## src/rtl/adc_spi_scheduler.sv

```systemverilog
// adc_spi_scheduler
// Schedules ADC conversions over an external SPI engine. Periodic sample
// ticks and one-cycle on-demand requests are queued as pending flags and
// served one at a time (periodic has priority). Each served request issues
// a one-cycle spi_start and waits for the engine's result, with a bounded
// timeout. Periodic results are also averaged over 2^AVG_LOG2 samples.
//
// Ports
//   clk            : single clock
//   reset          : synchronous, active-high reset
//   en             : enables periodic tick generation
//   req_demand     : one-cycle on-demand sample request
//   spi_start      : one-cycle start pulse to the SPI engine
//   spi_data_valid : one-cycle pulse qualifying spi_data
//   spi_data       : 12-bit conversion result
//   sample_out     : last delivered sample
//   sample_valid   : one-cycle pulse when sample_out updates
//   sample_src     : 0 = periodic, 1 = demand
//   avg_out        : last completed average
//   avg_valid      : one-cycle pulse when avg_out updates
//   overrun        : sticky, a periodic tick was lost
//   timeout_err    : one-cycle pulse when a transaction is abandoned
module adc_spi_scheduler #(
  parameter int PERIOD   = 1000,
  parameter int AVG_LOG2 = 2,
  parameter int TIMEOUT  = 64
) (
  input  logic        clk,
  input  logic        reset,
  input  logic        en,
  input  logic        req_demand,
  output logic        spi_start,
  input  logic        spi_data_valid,
  input  logic [11:0] spi_data,
  output logic [11:0] sample_out,
  output logic        sample_valid,
  output logic        sample_src,
  output logic [11:0] avg_out,
  output logic        avg_valid,
  output logic        overrun,
  output logic        timeout_err
);

  localparam int DATA_W = 12;
  localparam int TCNT_W = $clog2(PERIOD);
  localparam int TO_W   = $clog2(TIMEOUT + 1);
  // Accumulator is wide enough for 2^AVG_LOG2 full-scale samples.
  localparam int ACC_W  = DATA_W + AVG_LOG2;
  localparam int CNT_W  = AVG_LOG2 + 1;

  localparam logic [TCNT_W-1:0] TICK_LAST = TCNT_W'(PERIOD - 1);
  localparam logic [TO_W-1:0]   TO_LAST   = TO_W'(TIMEOUT - 1);
  localparam logic [CNT_W-1:0]  AVG_LAST  = CNT_W'((1 << AVG_LOG2) - 1);

  typedef enum logic [1:0] {S_IDLE, S_START, S_WAIT, S_DONE} state_t;

  state_t              r_state;
  logic [TCNT_W-1:0]   r_tick_cnt;
  logic                r_per_pend;
  logic                r_dem_pend;
  logic                r_src;
  logic [TO_W-1:0]     r_to_cnt;
  logic [DATA_W-1:0]   r_spi_data;
  logic [ACC_W-1:0]    r_acc;
  logic [CNT_W-1:0]    r_acc_cnt;
  logic                r_spi_start;
  logic [DATA_W-1:0]   r_sample_out;
  logic                r_sample_valid;
  logic                r_sample_src;
  logic [DATA_W-1:0]   r_avg_out;
  logic                r_avg_valid;
  logic                r_overrun;
  logic                r_timeout_err;

  logic                w_tick;
  logic                w_grant_per;
  logic                w_grant_dem;
  logic [ACC_W-1:0]    w_acc_sum;

  // Truncating divide by 2^AVG_LOG2.
  function automatic logic [DATA_W-1:0] avg_trunc(input logic [ACC_W-1:0] sum);
    avg_trunc = DATA_W'(sum >> AVG_LOG2);
  endfunction

  assign w_tick      = en && (r_tick_cnt == TICK_LAST);
  assign w_grant_per = (r_state == S_IDLE) && r_per_pend;
  assign w_grant_dem = (r_state == S_IDLE) && !r_per_pend && r_dem_pend;
  assign w_acc_sum   = r_acc + ACC_W'(r_spi_data);

  // Tick generation and pending request flags
  always_ff @(posedge clk) begin
    if (reset) begin
      r_tick_cnt <= '0;
      r_per_pend <= 1'b0;
      r_dem_pend <= 1'b0;
      r_overrun  <= 1'b0;
    end else begin
      if (!en || r_tick_cnt == TICK_LAST) r_tick_cnt <= '0;
      else                                r_tick_cnt <= r_tick_cnt + TCNT_W'(1);

      // A flag being granted this cycle is free, so a coincident tick queues.
      if (w_tick) begin
        if (r_per_pend && !w_grant_per) r_overrun  <= 1'b1;
        else                            r_per_pend <= 1'b1;
      end else if (w_grant_per) begin
        r_per_pend <= 1'b0;
      end

      if (req_demand && (!r_dem_pend || w_grant_dem)) r_dem_pend <= 1'b1;
      else if (w_grant_dem)                           r_dem_pend <= 1'b0;
    end
  end

  // Transaction FSM, sample delivery and averaging
  always_ff @(posedge clk) begin
    if (reset) begin
      r_state        <= S_IDLE;
      r_src          <= 1'b0;
      r_to_cnt       <= '0;
      r_acc          <= '0;
      r_acc_cnt      <= '0;
      r_spi_start    <= 1'b0;
      r_sample_out   <= '0;
      r_sample_valid <= 1'b0;
      r_sample_src   <= 1'b0;
      r_avg_out      <= '0;
      r_avg_valid    <= 1'b0;
      r_timeout_err  <= 1'b0;
    end else begin
      r_spi_start    <= 1'b0;
      r_sample_valid <= 1'b0;
      r_avg_valid    <= 1'b0;
      r_timeout_err  <= 1'b0;
      case (r_state)
        S_IDLE: begin
          if (w_grant_per || w_grant_dem) begin
            r_src       <= w_grant_dem;
            r_spi_start <= 1'b1;
            r_state     <= S_START;
          end
        end
        S_START: begin
          r_to_cnt <= '0;
          r_state  <= S_WAIT;
        end
        S_WAIT: begin
          if (spi_data_valid) begin
            r_spi_data <= spi_data;
            r_state    <= S_DONE;
          end else if (r_to_cnt == TO_LAST) begin
            r_timeout_err <= 1'b1;
            r_state       <= S_IDLE;
          end else begin
            r_to_cnt <= r_to_cnt + TO_W'(1);
          end
        end
        S_DONE: begin
          r_sample_out   <= r_spi_data;
          r_sample_src   <= r_src;
          r_sample_valid <= 1'b1;
          if (!r_src) begin
            if (r_acc_cnt == AVG_LAST) begin
              r_avg_out   <= avg_trunc(w_acc_sum);
              r_avg_valid <= 1'b1;
              r_acc       <= '0;
              r_acc_cnt   <= '0;
            end else begin
              r_acc     <= w_acc_sum;
              r_acc_cnt <= r_acc_cnt + CNT_W'(1);
            end
          end
          r_state <= S_IDLE;
        end
        default: r_state <= S_IDLE;
      endcase
    end
  end

  assign spi_start    = r_spi_start;
  assign sample_out   = r_sample_out;
  assign sample_valid = r_sample_valid;
  assign sample_src   = r_sample_src;
  assign avg_out      = r_avg_out;
  assign avg_valid    = r_avg_valid;
  assign overrun      = r_overrun;
  assign timeout_err  = r_timeout_err;

endmodule

```

## config.mk

```make
export PLATFORM = sky130hd
export DESIGN_NAME = adc_spi_scheduler
export DESIGN_NICKNAME = d
export VERILOG_FILES = /design/src/rtl/adc_spi_scheduler.sv
export SDC_FILE = /design/constraint.sdc
export NUM_CORES = 1
export LEC_CHECK = 0
export CAP_MARGIN = 40
export CORE_MARGIN = 1.5
export CORE_UTILIZATION = 25
export CTS_BUF_LIST = sky130_fd_sc_hd__clkbuf_4
export DETAILED_ROUTE_END_ITERATION = 7
export PLACE_DENSITY = 0.45
export SLEW_MARGIN = 10
export SYNTH_ARGS = -nofsm -noshare
export SYNTH_HDL_FRONTEND = slang
export SYNTH_SLANG_ARGS = --single-unit
```

## constraint.sdc

```tcl
create_clock -name clk -period 2.6 [get_ports clk]
set_input_delay 0.52 -clock clk [delete_from_list [all_inputs] [get_ports clk]]
set_output_delay 0.52 -clock clk [all_outputs]
set_load 0.1 [all_outputs]
```

==> summary.txt, run 1 <==
Outcome
  • Status: completed

Clocking
  • # hold bufs at CTS: 0
  • Post-cts repair resize count: 0
  • Insertion delay to the later sink of the worst-skew pair: 460 ps
  • Clk root buf: clkbuf_4
  • Total CTS buffers: 9
  • Clk buf depth: 2
  • Clock sink count: 81
  • Postcts setup bufs: 0
  • Htree depth: 3
  • Clock slew at reported path FFs: 130 ps
  • CTS tree: built

Synth
  • Post-synth EDFFs: 12
  • Mapped Nets: 402
  • Syn Std Cell Area: 3521 um^2
  • Cell taking the most area after synthesis: dfxtp_1
  • Yosys warns: 0
  • FFs w/ async S/R, synth: 0%
  • Sequential area share after synthesis: 49.47%
  • #FFs+latches synth: 81
  • Mean area per synthesized cell: 9.542 um^2
  • Synth unique cells: 53
  • Synth top area cells: dfxtp_1, edfxtp_1, ha_1
  • Commonest cells in the netlist: dfxtp_1, nand2_1, a21oi_1, nor2_1, ha_1
  • Most used DFF post-synth: dfxtp_1
  • Most common cell in the netlist: dfxtp_1
  • Cells after Synth: 369
  • Yosys top cell area share: 39.23%

Routing
  • Detail-routed via count per cell: 4.495
  • DRC viols: 0
  • Post-route ant nets: 0
  • First-pass detailed-route iteration total: 4
  • Total Routed Length: 7.914 mm
  • Vias: 2,724
  • DR iter-0 viols: 92
  • Wirelength per Cell: 13.06 um

Setup path
  • CP Buf/Inv Count: 1
  • CP Cell Sequence: ha_1 -> inv_1 -> fa_1 -> nor2b_1 -> o2111ai_1 -> nand2_1 -> a311oi_1 -> or4_1 -> nand3_1
  • CP peak stage delay: 500 ps
  • Crit path required time: 3010 ps
  • CP arrival: 2700 ps
  • Critical Path Fanout Max: 4
  • Worst Setup End Kind: flip-flop
  • CP max stage cell: or4_1
  • Worst r2r src: r_spi_data[0]
  • Worst setup path start: r_spi_data[0]
  • Startpoint Class: flip-flop
  • Crit-path leading delay family: simple AND/OR/NAND/NOR gates
  • Crit path kind: flip-flop to flip-flop

Hold path
  • Min-delay src: reset
  • Worst hold path type: primary input to flip-flop

STA
  • Fmax: 436.1 MHz
  • RSZ-0062 raised after global routing: false
  • Final hold viol count: 0
  • Fin crit share: 88.19%
  • Endpoints failing setup: 0
  • Final Max Slew Viols: 0
  • Rel. slew slack: 64.16%
  • Setup Skew: 19.37 ps
  • Slew @ Worst Pin: 533.5 ps
  • Min cycle time layout: 2293 ps
  • Setup total negative slack: 0 ps

Global route
  • Initial antenna violation count: 0
  • First-pass GRT wire length: 12.78 mm
  • Total track usage: 11.28%
  • Pin count of the biggest net entering global routing: 31
  • Number of global-route vias before repair: 2,591
  • GR Overflow Total: 0

Die
  • Io pins: 47
  • Die width: 121.7 um
  • Die Y: 121.7 um
  • Die area: 14,800 um^2
  • # rows: 43
  • Initial Util: 25.46%
  • Core area: 13,830 um^2

Power
  • PD cells: 554.2 nW/um^2
  • LEAKAGE: 1.677 nW
  • Design Power: 2.380 mW
  • Max rail drop VDD: 0.0001973 V

Place
  • Hpwl dp: 5.786 mm
  • Routability cong.: 0.7671
  • IO buf count: 46

Final layout
  • Register area: 1742 um^2
  • Nets: 453
  • Multi-input logic area: 1677 um^2
  • Filler cell count: 1,453
  • Share of cells above drive strength 1: 15.29%
  • Area Growth Syn to Fin: 21.96%

Flow run
  • Maxcap violations: 0
## metal layers
layer	track usage, %	vias up	wire, um
li1	-	1418	-
met1	15.13	1250	4078
met2	16.35	44	3325
met3	2.949	12	306
met4	6.397	0	204
met5	0	-	0
## cell families (layout without fill, tap and decap cells)
group | count (synthesis) | after routing | share of synthesized area (%)
AND/OR/NAND/NOR | 144 | 144 | 20.19
AO/OA/AOI/OAI | 88 | 88 | 16.63
flip-flops | 81 | 81 | 49.47
buffers and inverters | 21 | 77 | 3.056
XOR/XNOR | 18 | 18 | 4.478
adder cells (fa/ha/maj) | 16 | 16 | 5.899
multiplexers | 1 | 1 | 0.2843
other | 0 | 1 | 0
## through the flow
stage / worst slack, ps / hold slack, ps / cells / instance area, um^2 / utilization, %
3_3_place_gp: 389.3 / 426.6 / 589 / 4110 / 29.73
2_1_floorplan: 553.7 / 413.0 / 369 / 3521 / -
6_report: 307.2 / 400.3 / 606 / 4294 / 31.06
5_1_grt: 138.1 / 389.2 / 605 / 4292 / 31.04
3_5_place_dp: 358.0 / 439.4 / 589 / 4110 / 29.73
4_1_cts: 307.9 / 373.3 / 605 / 4292 / 31.04
## worst reg2reg max path: stages (launching register included)
cell,delay (ps)
edfxtp_1,380
ha_1,170
inv_1,60
fa_1,410
nor2b_1,180
o2111ai_1,150
nand2_1,150
a311oi_1,170
or4_1,500
nand3_1,90
## path summary, 6_finish.rpt
path / depth (start not counted) / slack [ps] / to
max: 9 / 310 / avg_out[10]
min: 3 / 400 / r_acc_cnt[2]
max reg2reg: 9 / 310 / avg_out[10]
min reg2reg: 1 / 450 / r_tick_cnt[0]
## cells in the final DEF (no fill, tap or decap), drive strengths merged, types with 6 or more instances in the layout
| cell | netlist | layout |
|---|---|---|
| nand3 | 10 | 10 |
| a21oi | 37 | 37 |
| nor3 | 9 | 9 |
| nor2 | 35 | 35 |
| nand2b | 6 | 6 |
| ha | 15 | 15 |
| clkbuf | 8 | 10 |
| xnor2 | 12 | 12 |
| a22o | 13 | 13 |
| edfxtp | 12 | 12 |
| buf | 6 | 39 |
| xor2 | 6 | 6 |
| nand2 | 49 | 49 |
| a21o | 7 | 7 |
| clkdlybuf4s50 | 0 | 15 |
| dfxtp | 69 | 69 |
| o21ai | 9 | 9 |
| inv | 7 | 7 |
## final cells by class
type,instances,share of cell area [%]
clock inverters,6,2.477
repair buffers,54,10.26
multi-input cells,267,39.04
diodes,1,0.05828
inverters,7,0.6119
flip-flops and latches,81,40.56
well taps,180,5.245
clock buffers,10,1.748
## where the power goes
part / total [mW] / switching (mW) / internal, mW
Clock: 0.939 / 0.446 / 0.493
Sequential: 1.30 / 0.0126 / 1.29
Combinational: 0.143 / 0.0872 / 0.0555
## sequential cells by signal (all words and copies together), names as in the netlist, 2 cells and up
signal      flops
sample_out     12
avg_out        12
r_spi_data     12
r_tick_cnt     10
r_acc          14
r_acc_cnt       3
r_state         2
r_to_cnt        7
(Power assumes the default switching activity.)
==> run 2: changes to the inputs <==
--- a/config.mk
+++ b/config.mk
@@ -11,6 +11,7 @@
 export CTS_BUF_LIST = sky130_fd_sc_hd__clkbuf_4
 export DETAILED_ROUTE_END_ITERATION = 7
 export PLACE_DENSITY = 0.45
+export REMOVE_ABC_BUFFERS = 1
 export SLEW_MARGIN = 10
 export SYNTH_ARGS = -nofsm -noshare
 export SYNTH_HDL_FRONTEND = slang
==> summary.txt, run 2 (synthesis results as in run 1) <==
Place
  • Routability cong.: 0.7919 (was 0.7671)
  • Hpwl dp: 5.903 mm (was 5.786 mm)
  • IO buf count: 46 (unchanged)

Global route
  • GR Overflow Total: 0 (unchanged)
  • Initial antenna violation count: 0 (unchanged)
  • First-pass GRT wire length: 13.10 mm (was 12.78 mm)
  • Number of global-route vias before repair: 2,602 (was 2,591)
  • Pin count of the biggest net entering global routing: 25 (was 31)
  • Total track usage: 11.67% (was 11.28%)

Hold path
  • Worst hold path type: flip-flop to flip-flop (was primary input to flip-flop)

Clocking
  • Clock sink count: 81 (unchanged)
  • Post-cts repair resize count: 0 (unchanged)
  • # hold bufs at CTS: 0 (unchanged)
  • Total CTS buffers: 9 (unchanged)
  • Clock slew at reported path FFs: 120 ps (was 130 ps)
  • Htree depth: 3 (unchanged)
  • Postcts setup bufs: 0 (unchanged)
  • Insertion delay to the later sink of the worst-skew pair: 440 ps (was 460 ps)
  • CTS tree: built (unchanged)
  • Clk root buf: clkbuf_4 (unchanged)
  • Clk buf depth: 2 (unchanged)

STA
  • Min cycle time layout: 2290 ps (was 2293 ps)
  • Fmax: 436.7 MHz (was 436.1 MHz)
  • Setup total negative slack: 0 ps (unchanged)
  • RSZ-0062 raised after global routing: false (unchanged)
  • Final Max Slew Viols: 0 (unchanged)
  • Fin crit share: 88.08% (was 88.19%)
  • Endpoints failing setup: 0 (unchanged)
  • Hold_ws: 446.7 ps (was 400.3 ps)
  • Rel. slew slack: 63.78% (was 64.16%)
  • Final hold viol count: 0 (unchanged)
  • Slew @ Worst Pin: 539.2 ps (was 533.5 ps)
  • Setup Skew: 8.016 ps (was 19.37 ps)

Die
  • # rows: 43 (unchanged)
  • Die area: 14,800 um^2 (unchanged)
  • Die Y: 121.7 um (unchanged)
  • Die width: 121.7 um (unchanged)
  • Initial Util: 25.46% (unchanged)
  • Io pins: 47 (unchanged)
  • Core area: 13,830 um^2 (unchanged)

Routing
  • Total Routed Length: 8.150 mm (was 7.914 mm)
  • DRC viols: 0 (unchanged)
  • Vias: 2,750 (was 2,724)
  • Post-route ant nets: 0 (unchanged)
  • DR iter-0 viols: 73 (was 92)
  • Wirelength per Cell: 13.45 um (was 13.06 um)
  • Detail-routed via count per cell: 4.538 (was 4.495)
  • First-pass detailed-route iteration total: 4 (unchanged)

Setup path
  • Worst Setup End Kind: flip-flop (unchanged)
  • CP Cell Sequence: ha_1 -> inv_1 -> fa_1 -> nor2b_1 -> o2111ai_1 -> nand2_1 -> a311oi_1 -> or4_1 -> nand3_1 (unchanged)
  • Crit path required time: 2990 ps (was 3010 ps)
  • CP max stage cell: or4_1 (unchanged)
  • CP peak stage delay: 490 ps (was 500 ps)
  • Crit path kind: flip-flop to flip-flop (unchanged)
  • Critical Path Fanout Max: 4 (unchanged)
  • Startpoint Class: flip-flop (unchanged)
  • CP arrival: 2680 ps (was 2700 ps)

Final layout
  • Largest register FFs: 14 (unchanged)
  • Ant. Diodes: 0 (was 1)
  • Area Growth Syn to Fin: 19.79% (was 21.96%)
  • Filler cell count: 1,468 (was 1,453)
  • Largest Register: r_acc (unchanged)
  • Leading cell type in the layout, fill and taps excluded: dfxtp_1 (unchanged)
  • Nets: 454 (was 453)
  • Share of cells above drive strength 1: 14.79% (was 15.29%)
  • Most frequent cells in the layout: dfxtp_1, nand2_1, buf_4, a21oi_1, nor2_1 (unchanged)

Flow run
  • Maxcap violations: 0 (unchanged)

Outcome
  • Status: completed (unchanged)

Power
  • PD cells: 487.3 nW/um^2 (was 554.2 nW/um^2)
  • LEAKAGE: 1.649 nW (was 1.677 nW)
  • Max rail drop VDD: 0.0001751 V (was 0.0001973 V)
## run 2: changes by cell type in the layout (fill, tap and decap cells not counted)
cell	previous run	this run
clkinvlp_4	1	0
diode_2	1	0
clkinv_1	1	4
clkinv_2	1	2
buf_4	38	39
bufinv_16	3	0
## run 2: area by class of cell
type                            instances  area, um^2  share of cell area, %
Clock buffer                           10       75.07                  1.780
Clock inverter                          6       25.02                 0.5933
Inverter                                7       26.28                 0.6230
Multi-Input combinational cell        267        1677                  39.75
Sequential cell                        81        1742                  41.29
Tap cell                              180       225.2                  5.340
Timing Repair Buffer                   55       447.9                  10.62
## run 2: per-stage QoR
stage	area, um^2	setup WS (ps)	util (%)	power, mW	std cells
global placement	4118	399.5	29.78	1.472	590
floorplan	3440	550.3	-	1.403	355
CTS	4218	312.8	30.50	2.100	606
finish	4218	309.8	30.50	2.055	606
detailed placement	4118	352.7	29.78	1.473	590
global route	4218	108.7	30.50	2.159	606
## run 2: metal layers
layer / vias to the layer above / global-route usage [%] / part of all wire [%]
met2: 45 / 17.69 / 45
met3: 8 / 4.728 / 5.5
li1: 1420 / - / -
met1: 1277 / 15.12 / 48
met5: - / 0 / 0
met4: 0 / 3.750 / 1.1
## run 2: path summary, 6_finish.rpt
check	endpoint	slack (ps)	startpoint	cells after the start
worst max-delay path	avg_out[10]	310	r_spi_data[0]	9
worst max register to register	avg_out[10]	310	r_spi_data[0]	9
worst min register to register	r_tick_cnt[0]	450	r_tick_cnt[0]	1
worst min-delay path	r_tick_cnt[0]	450	r_tick_cnt[0]	1
## run 2: worst max-delay path, delay by kind of cell, from the launching register on
family / cells / cell delay, ps
flops: 1 / 370
simple gates: 4 / 910
compound gates: 2 / 300
buf+inv: 1 / 60
fa+ha+maj: 2 / 590
## run 2: power breakdown
part           internal [mW]  switching (mW)  total [mW]
sequential              1.29          0.0132        1.30
clock                  0.192           0.420       0.612
combinational         0.0557          0.0882       0.144
